File: src/rtl/hamming_decode_arbiter_pkg.sv
// rtl/hamming_decode_arbiter_pkg.sv - shared widths and syndrome-to-bit map for the Hamming(7,4) decoder
package hamming_decode_arbiter_pkg;

  localparam int CODE_W = 7;
  localparam int DATA_W = 4;
  localparam int SYN_W  = 3;

  // Syndrome value (1..7) to the code bit index it flags; entry 0 is never used.
  localparam logic [7:0][2:0] SYN_TO_BIT = {3'd6, 3'd5, 3'd4, 3'd2, 3'd3, 3'd1, 3'd0, 3'd0};

endpackage

File: src/rtl/hamming74_correct.sv
// rtl/hamming74_correct.sv - combinational Hamming(7,4) syndrome and single-bit correction
module hamming74_correct
  import hamming_decode_arbiter_pkg::*;
(
  input  logic [CODE_W-1:0] code,
  output logic [DATA_W-1:0] data,
  output logic [SYN_W-1:0]  syndrome
);

  logic [CODE_W-1:0] fixed;

  // Compute syndrome, flip the flagged bit, and extract the data nibble
  always_comb begin
    syndrome[0] = code[0] ^ code[3] ^ code[4] ^ code[6];
    syndrome[1] = code[1] ^ code[3] ^ code[5] ^ code[6];
    syndrome[2] = code[2] ^ code[4] ^ code[5] ^ code[6];
    fixed = code;
    if (syndrome != '0) begin
      fixed[SYN_TO_BIT[syndrome]] = ~code[SYN_TO_BIT[syndrome]];
    end
    data = fixed[6:3];
  end

endmodule

File: src/rtl/hamming_decode_arbiter.sv
// rtl/hamming_decode_arbiter.sv - round-robin shared Hamming(7,4) decoder; HAMMING_ERR_COUNT_EN adds err_count
module hamming_decode_arbiter
  import hamming_decode_arbiter_pkg::*;
#(
  parameter int NUM_REQ = 2,
  parameter int ID_W    = 3
) (
  input  logic                      clk,
  input  logic                      rst_n,
  input  logic [NUM_REQ-1:0]        req_valid,
  input  logic [CODE_W*NUM_REQ-1:0] req_code,
  output logic [NUM_REQ-1:0]        req_ready,
  output logic                      out_valid,
  input  logic                      out_ready,
  output logic [DATA_W-1:0]         out_data,
  output logic [SYN_W-1:0]          out_err_pos,
`ifdef HAMMING_ERR_COUNT_EN
  output logic [7:0]                err_count,
`endif
  output logic [ID_W-1:0]           out_id
);

  logic [ID_W-1:0]   last_q;
  logic              stage_free;
  logic              grant_any;
  logic              found;
  logic [ID_W:0]     sum;
  logic [ID_W-1:0]   grant_idx;
  logic [NUM_REQ-1:0] rot;
  logic [CODE_W-1:0] sel_code;
  logic [DATA_W-1:0] dec_data;
  logic [SYN_W-1:0]  dec_syn;

  assign stage_free = !out_valid || out_ready;

  // Round-robin pick: rotate so the requester after last_q sits at bit 0, take the lowest set bit
  always_comb begin
    rot   = NUM_REQ'({req_valid, req_valid} >> ({1'b0, last_q} + 1'b1));
    found = 1'b0;
    sum   = '0;
    for (int j = 0; j < NUM_REQ; j++) begin
      if (!found && rot[j]) begin
        found = 1'b1;
        sum   = {1'b0, last_q} + (ID_W+1)'(j + 1);
      end
    end
    if (sum >= (ID_W+1)'(NUM_REQ)) begin
      sum = sum - (ID_W+1)'(NUM_REQ);
    end
    grant_idx = sum[ID_W-1:0];
    grant_any = found && stage_free && rst_n;
    req_ready = grant_any ? (NUM_REQ'(1) << grant_idx) : '0;
    sel_code  = CODE_W'(req_code >> (int'(grant_idx) * CODE_W));
  end

  hamming74_correct u_correct (
    .code     (sel_code),
    .data     (dec_data),
    .syndrome (dec_syn)
  );

  // Single-entry output register: load on a grant, otherwise drain when the consumer accepts
  always_ff @(posedge clk or negedge rst_n) begin
    if (!rst_n) begin
      out_valid   <= 1'b0;
      out_data    <= '0;
      out_err_pos <= '0;
      out_id      <= '0;
      last_q      <= ID_W'(NUM_REQ - 1);
    end else if (grant_any) begin
      out_valid   <= 1'b1;
      out_data    <= dec_data;
      out_err_pos <= dec_syn;
      out_id      <= grant_idx;
      last_q      <= grant_idx;
    end else if (out_ready) begin
      out_valid   <= 1'b0;
    end
  end

`ifdef HAMMING_ERR_COUNT_EN
  // Saturating count of accepted codewords that needed correction
  always_ff @(posedge clk or negedge rst_n) begin
    if (!rst_n) begin
      err_count <= '0;
    end else if (grant_any && dec_syn != '0 && err_count != 8'hFF) begin
      err_count <= err_count + 8'd1;
    end
  end
`endif

endmodule
File: config.mk
export PLATFORM = sky130hd
export DESIGN_NAME = hamming_decode_arbiter
export DESIGN_NICKNAME = d
export VERILOG_FILES = /design/src/rtl/hamming_decode_arbiter_pkg.sv /design/src/rtl/hamming74_correct.sv /design/src/rtl/hamming_decode_arbiter.sv
export SDC_FILE = /design/constraint.sdc
export NUM_CORES = 1
export LEC_CHECK = 0
export BUFFER_PORTS_ARGS = -buffer_cell sky130_fd_sc_hd__buf_2
export CORE_MARGIN = 5
export CORE_UTILIZATION = 30
export DETAILED_ROUTE_END_ITERATION = 10
export REMOVE_ABC_BUFFERS = 1
export SLEW_MARGIN = 20
export SYNTH_ARGS = -nofsm -noshare
export SYNTH_HDL_FRONTEND = slang
export SYNTH_SLANG_ARGS = --single-unit
File: constraint.sdc
create_clock -name clk -period 4.3 [get_ports clk]
set_input_delay 0.215 -clock clk [delete_from_list [all_inputs] [get_ports clk]]
set_output_delay 0.215 -clock clk [all_outputs]
set_load 0.01 [all_outputs]
==> impl_metrics.csv, run 1 <==
group,metric,value,unit
floorplan,fp.dieArea,0.005817,mm^2
setup_path,r2r-start,"last_q[0]",
clocking,cts_made_buffers,3,
setup_path,r2r_slack,1.06,ns
floorplan,core_area,0.004294,mm^2
status,status,"finished, final reports clean",
sta,slew_headroom,54.07,%
global_routing,grt_pass1_wl,5.168,mm
global_routing,overflow,0,
layout,final_area,0.001574,mm^2
setup_path,crit_start,"last_q[0]",
layout,diodes,0,
yosys,synth-compound-area-share,18.71,%
sta,worst_pin_slew,0.6890,ns
floorplan,fp.dieW,76.27,um
pwr,p_leak,0.0007704,uW
placement,gp_congestion,0.8228,
yosys,synthMuxAreaShare,8.737,%
pwr,power_density,233.9,mW/mm^2
yosys,synth-adder-area-share,6.648,%
placement,dp.cells,225,
setup_path,critPathRequiredTime,4.42,ns
placement,numPortBuffers,31,
yosys,ys_seq_area_share,22.89,%
yosys,ys_async_sr_fraction,100.0,%
setup_path,endpoint,"out_data[1]",
route,avgViaCountPerCell,4.978,
yosys,synth_flop_cell,"dfrtp_1",
setup_path,endpoint_kind,"flop",
sta,drv_slew,0,
route,num_vias,1145,
clocking,cts_max_level,1,
pwr,p_sw_share,30.78,%
layout,final_common_cell,"buf_2",
pwr,power,368.2,uW
placement,placed_area,0.001509,mm^2
yosys,synth_xor_area_share,15.19,%
layout,final_util,36.66,%
floorplan,initial_core_util,30.68,%
sta,skew,0.005849,ns
floorplan,die_h,76.27,um
floorplan,io_pins,32,
layout,final_cell_mix,"buf_2 (31), nand2_1 (12), xnor2_1 (11), dfrtp_1 (11), mux2i_1 (9)",
route,drt_iter0_markers,27,
yosys,synth_simple_gate_area_share,23.93,%
pwr,max-vdd-ir-drop,0.07599,mV
route,wl,3.017,mm
layout,fin_cells,230,
pwr,p_seq_share,30.7,%
pwr,p_int,254.9,uW
layout,num-fill-cells,452,
global_routing,grt_start_max_net_pins,22,
route,dr.pass1.iters,4,
clocking,cts_setup_buffers,0,
yosys,syn_avg_cell_area,8.902,um^2
route,detail-route-antenna-nets,0,
route,drc,0,
setup_path,cp_num_buf_inv,0,
pwr,power_switching,113.3,uW
setup_path,reg2reg_depth,10,
setup_path,max_stage_delay,0.64,ns
sta,rsz0062_at_grt,"no",
sta,max_freq,308.7,MHz
setup_path,crit_top_cell,"mux2i_1",
clocking,clkTransAtPathRegs,0.05,ns
floorplan,row_count,24,
route,post_drt_wl_per_cell,13.12,um
sta,final.min_clock_period,3.240,ns
clocking,insertion_delay,0.23,ns
clocking,cts_tree,"yes",
global_routing,first_global_vias,1100,
setup_path,crit_fanout,13,
yosys,ys_ff_latch,12,
setup_path,cp.depth,10,
sta,finalSetupTns,0,ns
yosys,syn_area,0.001318,mm^2
sta,finalCritPeriodShare,75.34,%
setup_path,crit_family,"multiplexers",
yosys,synth_cells,148,
layout,syn2layout_area_growth,19.47,%
sta,setup_viol,0,
global_routing,globalRouteTotalUtil,10.34,%
layout,nets,205,
setup_path,worst_setup_path_start_kind,"flop",
clocking,clk_path_buf_depth,2,
hold_path,holdCritPathClass,"in -> reg",
setup_path,cp_slowest_cell,"dfstp_2",
layout,drive_gt1_share,25.84,%
yosys,synth_edf_count,0,
clocking,root_buffer,"clkbuf_8",
setup_path,arrival,3.36,ns
pwr,p_clk_share,32.4,%
setup_path,path_cells,"o21ai_1 > nand3_1 > mux2i_1 > xnor2_1 > nand3_1 > ha_1 > a221oi_4 > mux2i_1 > mux2i_1 > a22o_1",
yosys,synth.yosys.warnings,0,
setup_path,crit_type,"reg -> reg",
yosys,synth_cell_types,49,
global_routing,antenna_found_initial,0,
placement,dp_hpwl,2.514,mm
yosys,synth_top_family_by_area,"simple AND/OR/NAND/NOR gates",
sta,hold_viol,0,
run,cap_violations,0,
pwr,share_comb_of_total_power,36.9,%
setup_path,r2r-end,"out_data[1]",
clocking,clkSinkCount,12,
how the worst min path moves through the flow:
stage	from	to	slack (ns)	depth (start not counted)
CTS	out_ready	out_valid	0.26	3
floorplan	rst_n	out_data[0]	-0.08	0
global route	out_ready	out_valid	0.26	3
global placement	rst_n	out_valid	0.12	1
finish	out_ready	out_valid	0.25	3
detailed placement	rst_n	out_valid	0.12	1
worst reg2reg max path, cell delays in order, from the launching register on:
cell      delay [ns]
dfstp_2         0.64
o21ai_1         0.10
nand3_1         0.35
mux2i_1         0.44
xnor2_1         0.17
nand3_1         0.22
ha_1            0.31
a221oi_4        0.38
mux2i_1         0.23
mux2i_1         0.09
a22o_1          0.20
per-stage QoR:
| stage | worst slack [ns] | hold WS [ns] |
|---|---|---|
| 3_5_place_dp | 1.088 | 0.1163 |
| 4_1_cts | 1.086 | 0.2566 |
| 3_3_place_gp | 1.222 | 0.1172 |
| 6_report | 1.060 | 0.2527 |
| 2_1_floorplan | 1.159 | -0.08059 |
| 5_1_grt | 0.8491 | 0.2644 |
registers in the layout, indices dropped and copies added, names as in the netlist:
name and count:
out_data 4, out_err_pos 3, out_valid 1, last_q 1
out_id 3
synthesized netlist by cell type, types with 3 or more instances:
cell       n  area, um^2
a31oi_1    4       25.02
clkbuf_1   3       11.26
dfrtp_1   11       275.3
ha_1       7       87.58
inv_1      4       15.01
mux2i_1    9       90.09
nand2_1   12       45.04
nand2b_1   6       37.54
nand3_1    5       25.02
nor2_1     7       26.28
nor2b_1    4       25.02
nor4_1     3       18.77
o211ai_1   5       37.54
o21ai_0    4       20.02
o21ai_1    4       20.02
o31ai_1    3       22.52
xnor2_1   11       96.34
xor2_1     5       43.79
cell families (layout without fill, tap and decap cells):
| logic type | Yosys count | count (layout) |
|---|---|---|
| buffers and inverters | 11 | 41 |
| xor gates and xnor gates | 19 | 19 |
| muxes | 11 | 11 |
| DFF | 12 | 12 |
| adders and majority gates | 7 | 7 |
| AOI/OAI and AO/OA | 33 | 33 |
| and+or+nand+nor | 55 | 55 |
area by class of cell:
class / instances / area [um^2] / share of cell area (%)
flip-flops and latches: 12 / 301.5 / 19.16
repair buffers: 33 / 172.7 / 10.97
clock buffers: 4 / 55.05 / 3.498
well taps: 52 / 65.06 / 4.134
inverters: 4 / 15.01 / 0.9539
multi-input cells: 125 / 964.7 / 61.29
power by group through the flow:
stage | clock network, uW | registers [uW] | logic (uW)
after detailed placement | 0 | 115 | 135
after global routing | 127 | 113 | 150
after CTS | 123 | 113 | 136
after floorplan | 0 | 115 | 101
final | 119 | 113 | 136
after global placement | 0 | 115 | 136
repair_timing:
item,in CTS,in global routing
hold buffers,1,0
endpoints found under the hold margin,11,0
gates resized for setup,0,0
metal layers:
layer  share of wire, %  up-vias  wire, um  global-route usage (%)
met3                5.5        2       167                   2.719
li1                   -      597         -                       -
met5                  0        -         0                       0
met4               0.63        0        19                   2.622
met1                 53      517      1614                   15.74
met2                 40       29      1214                   14.21
Power figures use the tool's default switching activity.
==> run 2, diff against run 1 <==
clock period = 3.4 ns   (was 4.3 ns; I/O delays follow)
==> run 2 against run 1 <==
Effect of this change: first-iteration DRC count grew to 3.5 times the previous value; power up 28%; register-to-register slack worse by 0.68 ns; clock skew shrank 0.0023 ns; critical path type unchanged; largest power group unchanged.
==> impl_metrics.csv, run 2 (same netlist as run 1, synthesis figures left out) <==
group,metric,value,unit
clocking,insertion_delay,0.24,ns
layout,top_register,"out_data",
route,drt_iter0_markers,94,
setup_path,crit_type,"reg -> reg",
sta,hold_viol,0,
layout,nets,210,
global_routing,antenna_found_initial,0,
route,met3_length,141,um
floorplan,row_count,24,
global_routing,overflow,0,
setup_path,arrival,3.14,ns
setup_path,endpoint_kind,"flop",
placement,dp_hpwl,2.589,mm
sta,holdWs,0.2095,ns
route,dr.pass1.iters,4,
setup_path,crit_fanout,13,
sta,rsz0062_at_grt,"no",
clocking,clkTransAtPathRegs,0.06,ns
sta,finalCritPeriodShare,88.72,%
pwr,share_comb_of_total_power,36.8,%
status,status,"finished, final reports clean",
route,avgViaCountPerCell,5.004,
placement,gp_congestion,0.8389,
pwr,p_seq_share,30.3,%
setup_path,crit_family,"compound AO/OA/AOI/OAI gates",
setup_path,max_stage_delay,0.64,ns
setup_path,worst_setup_path_start_kind,"flop",
pwr,p_int,323.3,uW
hold_path,hold-path-endpoint,"out_valid",
layout,syn2layout_area_growth,22.32,%
setup_path,path_cells,"o21ai_1 > nand3_1 > mux2i_1 > xnor2_1 > nand3_1 > ha_1 > a221oi_4 > mux2i_1 > mux2i_1 > a22o_1",
clocking,cts_made_buffers,3,
clocking,clkSinkCount,12,
global_routing,globalRouteTotalUtil,11.39,%
route,routed-wl-met2,1.268,mm
run,cap_violations,0,
route,post_drt_wl_per_cell,13.45,um
clocking,root_buffer,"clkbuf_8",
global_routing,first_global_vias,1189,
hold_path,holdCritPathClass,"in -> reg",
setup_path,r2r_slack,0.38,ns
floorplan,io_pins,32,
hold_path,hold_depth,3,
floorplan,fp.dieW,76.27,um
floorplan,fp.dieArea,0.005817,mm^2
global_routing,grt_start_max_net_pins,14,
route,num_vias,1176,
placement,numPortBuffers,31,
pwr,power_switching,149.3,uW
global_routing,grt_pass1_wl,5.623,mm
clocking,cts_max_level,1,
sta,slew_headroom,74.23,%
setup_path,cp_num_buf_inv,0,
floorplan,core_area,0.004294,mm^2
pwr,p_leak,0.0007944,uW
sta,worst_pin_slew,0.3758,ns
sta,max_freq,331.5,MHz
pwr,p_sw_share,31.60,%
pwr,power_density,293.3,mW/mm^2
floorplan,initial_core_util,30.68,%
pwr,max-vdd-ir-drop,0.1062,mV
floorplan,die_h,76.27,um
clocking,clk_path_buf_depth,2,
sta,setup_viol,0,
route,highest_layer,"met4",
layout,largest_reg_flops,4,
route,detail-route-antenna-nets,0,
hold_path,min_from,"out_ready",
layout,diodes,0,
sta,final.min_clock_period,3.016,ns
clocking,cts_tree,"yes",
setup_path,r2r-start,"last_q[0]",
route,drc,0,
route,wl,3.161,mm
sta,drv_slew,0,
pwr,power,472.6,uW
setup_path,cp_slowest_cell,"dfstp_2",
layout,final_common_cell,"buf_2",
sta,skew,0.003584,ns
layout,final_cell_mix,"buf_2 (31), nand2_1 (12), xnor2_1 (11), dfrtp_1 (11), mux2i_1 (9)",
setup_path,reg2reg_depth,10,
setup_path,r2r-end,"out_data[1]",
layout,drive_gt1_share,27.87,%
sta,finalSetupTns,0,ns
layout,largest_registers,"out_data (4), out_err_pos (3), out_id (3)",
clocking,cts_setup_buffers,0,
layout,final_util,37.53,%
setup_path,crit_top_cell,"mux2i_1",
setup_path,critPathRequiredTime,3.53,ns
route,met1_length,1.674,mm
pwr,p_clk_share,32.9,%
-- run 2: changes by cell type in the layout (fill, tap and decap cells not counted), sizes merged --
cell	before	now
buf	32	37
-- run 2: worst max path at each step --
| stage | startpoint | to | slack [ns] | cells after the start |
|---|---|---|---|---|
| floorplan | out_id[1] | out_data[1] | 0.26 | 10 |
| global placement | last_q[0] | out_data[1] | 0.57 | 11 |
| detailed placement | last_q[0] | out_data[1] | 0.42 | 10 |
| CTS | last_q[0] | out_data[1] | 0.38 | 10 |
| global route | last_q[0] | out_data[1] | 0.13 | 10 |
| finish | last_q[0] | out_data[1] | 0.38 | 10 |
-- run 2: area by class of cell --
class | count | area (um^2)
inverter | 4 | 15.01
multi-input combinational | 125 | 964.7
sequential | 12 | 301.5
fill | 472 | 2683
timing repair buffer | 38 | 210.2
tap | 52 | 65.06
clock buffer | 4 | 55.05
-- run 2: what timing repair did --
item	4_1_cts	5_1_grt
hold buffers	1	0
gates resized for setup	0	0
endpoints found under the hold margin	11	0
endpoints found under the setup margin	0	0
-- run 2: worst min-delay path, cell delays in order --
cell	delay [ns]
buf_2	0.07
nand2b_1	0.11
nand2_1	0.06
-- run 2: per-layer routing --
layer	vias to the layer above	GRT usage (%)
met5	-	0
met4	0	6.119
met3	8	1.773
met2	33	16.44
met1	528	16.08
li1	607	-
-- run 2: per-stage QoR --
stage,area (um^2),worst slack (ns),cells
floorplan,1281,0.2585,141
global placement,1546,0.5719,230
detailed placement,1546,0.4168,230
CTS,1612,0.3807,235
global route,1612,0.1333,235
finish,1612,0.3836,235
-- run 2: power groups by stage --
stage	logic, uW	registers, uW	clock network (uW)
finish	174	143	156
global route	192	143	164
CTS	174	143	158
detailed placement	172	145	0
global placement	171	145	0
floorplan	127	145	0
==> run 3, diff against run 2 <==
ABC_AREA = 1   (was default)
==> run 3 against run 2 <==
Effect of this change: power up 2.0%; count of clock-buffer cells in the layout unchanged; worst setup slack worse by 0.17 ns; critical endpoint is now out_data[3]; sequential power about the same; non-clock buffer count up 27.
==> impl_metrics.csv, run 3 <==
group,metric,value,unit
status,status,"finished, final reports clean",
floorplan,core_area,0.004786,mm^2
placement,numPortBuffers,31,
sta,worst_pin_slew,0.2828,ns
yosys,yosys-top-cells-count,"nand2_1 (80), nand3_1 (25), inv_1 (20)",
global_routing,grt_pass1_wl,6.065,mm
clocking,insertion_delay,0.24,ns
yosys,ys_top_cells_by_area,"nand2_1 (20%), dfrtp_1 (18%), nand3_1 (8.3%)",
clocking,clk_path_buf_depth,2,
floorplan,initial_core_util,31.35,%
layout,drive_gt1_share,44.59,%
yosys,ys_async_sr_fraction,100.0,%
yosys,synth.yosys.warnings,0,
placement,gp_congestion,0.7849,
sta,hold_viol,0,
yosys,yosysTopAreaCell,"nand2_1",
sta,finalSetupTns,0,ns
floorplan,die_h,80.72,um
placement,dp_hpwl,2.898,mm
floorplan,row_count,25,
layout,diodes,0,
route,detail-route-antenna-nets,0,
floorplan,fp.dieArea,0.006515,mm^2
yosys,yosysMostFrequentCell,"nand2_1",
sta,drv_slew,0,
route,post_drt_wl_per_cell,11.45,um
route,wl,4.158,mm
layout,final_common_cell,"nand2_1",
yosys,syn_area,0.001500,mm^2
setup_path,critPathRequiredTime,3.53,ns
yosys,ys_ff_latch,12,
route,num_vias,1711,
yosys,synth_cell_types,30,
setup_path,worst_setup_path_start_kind,"flop",
global_routing,grt_start_max_net_pins,19,
run,cap_violations,0,
yosys,synth_edf_count,0,
global_routing,antenna_found_initial,0,
floorplan,io_pins,32,
layout,nets,323,
sta,final.min_clock_period,3.188,ns
yosys,synth_flop_cell,"dfrtp_1",
global_routing,globalRouteTotalUtil,11.20,%
layout,num-fill-cells,481,
global_routing,first_global_vias,1405,
clocking,clkTransAtPathRegs,0.06,ns
setup_path,r2r_slack,0.21,ns
clocking,cts_made_buffers,3,
yosys,synth.top_cell.area_share,20.02,%
floorplan,fp.dieW,80.72,um
clocking,cts_tree,"yes",
sta,skew,0.005092,ns
setup_path,arrival,3.31,ns
route,dr.pass1.iters,4,
sta,setup_viol,0,
setup_path,endpoint_kind,"flop",
pwr,p_leak,0.001289,uW
layout,multi_input_area,0.001211,mm^2
clocking,cts_max_level,1,
layout,regArea,301.5,um^2
layout,largest_registers,"out_data (4), out_err_pos (3), out_id (3)",
sta,finalCritPeriodShare,93.76,%
layout,top_register,"out_data",
layout,final_cell_mix,"nand2_1 (68), buf_2 (31), buf_4 (30)",
yosys,ys_seq_area_share,20.10,%
layout,syn2layout_area_growth,45.45,%
yosys,synth_cells,235,
route,drc,0,
route,drt_iter0_markers,57,
hold_path,holdCritPathClass,"in -> reg",
route,avgViaCountPerCell,4.713,
sta,slew_headroom,81.15,%
clocking,root_buffer,"clkbuf_8",
layout,largest_reg_flops,4,
sta,max_freq,313.7,MHz
yosys,syn_avg_cell_area,6.384,um^2
pwr,power_density,221.0,mW/mm^2
clocking,clkSinkCount,12,
setup_path,crit_fanout,7,
setup_path,crit_type,"reg -> reg",
pwr,max-vdd-ir-drop,0.1349,mV
global_routing,overflow,0,
pwr,power,482.2,uW
-- run 3: what timing repair did --
item | in CTS | in global routing
cloned | 0 | 2
setup buffers | 0 | 21
pin swaps | 0 | 30
hold buffers | 1 | 0
resized for setup | 2 | 44
setup endpoints to repair | 1 | 4
hold endpoints to repair | 11 | 0
-- run 3: final timing paths --
kind,from,end,cells past startpoint
hold / removal,out_ready,out_valid,4
hold reg to reg,out_data[3],out_data[3],2
setup reg to reg,last_q[0],out_data[3],24
max in group asynchronous,rst_n,last_q[0],2
setup / recovery,last_q[0],out_data[3],24
min in group asynchronous,rst_n,out_id[2],2
-- run 3: area by class of cell --
cell class	instances	area share (%)
flip-flops and latches	12	13.82
multi-input cells	190	55.50
clock buffers	4	2.523
well taps	67	3.842
inverters	25	4.874
repair buffers	65	19.44
-- run 3: cells by family after synthesis --
kind of cell	count (synthesis)	synth area share [%]
xor gates and xnor gates	1	0.5839
buffers and inverters	35	11.68
adders and majority gates	7	5.838
DFF	12	20.10
AOI/OAI and AO/OA	14	5.255
and+or+nand+nor	166	56.55
-- run 3: through the flow --
stage | cell area [um^2] | util [%] | hold slack [ns] | worst slack, ns | instances
after global routing | 2182 | 45.59 | 0.2341 | -0.05207 | 363
final | 2182 | 45.59 | 0.1931 | 0.2123 | 363
after detailed placement | 1753 | 36.63 | 0.06985 | 0.01903 | 335
after global placement | 1753 | 36.63 | 0.06849 | 0.06125 | 335
after floorplan | 1424 | - | -0.1256 | 0.1596 | 225
after CTS | 1832 | 38.27 | 0.1980 | 0.01118 | 340
-- run 3: worst max-delay path, cell delays in order (launching register included) --
cell,delay [ns]
dfstp_2,0.60
ha_1,0.29
nand2_1,0.16
nand2_2,0.09
buf_4,0.15
nand2_4,0.09
buf_4,0.12
nand4_2,0.08
nand2_2,0.13
nor2_4,0.05
nor2_4,0.12
nand2_2,0.08
nand2_4,0.08
inv_4,0.05
ha_4,0.15
inv_1,0.07
nand3_2,0.08
nand2_2,0.09
inv_2,0.05
o21bai_1,0.17
nand2_2,0.08
nor2_4,0.13
nand2_1,0.06
nand2_1,0.06
nand2_1,0.04
-- run 3: per-layer routing --
layer  GRT usage, %  part of all wire (%)  wire length, um  vias to the layer above
met4          2.534                  0.55               23                        0
li1               -                     -                -                      884
met5              0                     0                0                        -
met2          18.54                    47             1938                       39
met3          1.121                   5.2              218                        4
met1          15.65                    48             1977                      784
-- run 3: power breakdown --
| part | switching (uW) | total [uW] | leakage (uW) | internal [uW] |
|---|---|---|---|---|
| sequential | 0.0000000000000120 | 143 | 0.000159 | 143 |
| clock | 50.8 | 153 | 0.0000288 | 102 |
| combinational | 108 | 186 | 0.00110 | 78.4 |
| total | 159 | 482 | 0.00129 | 324 |
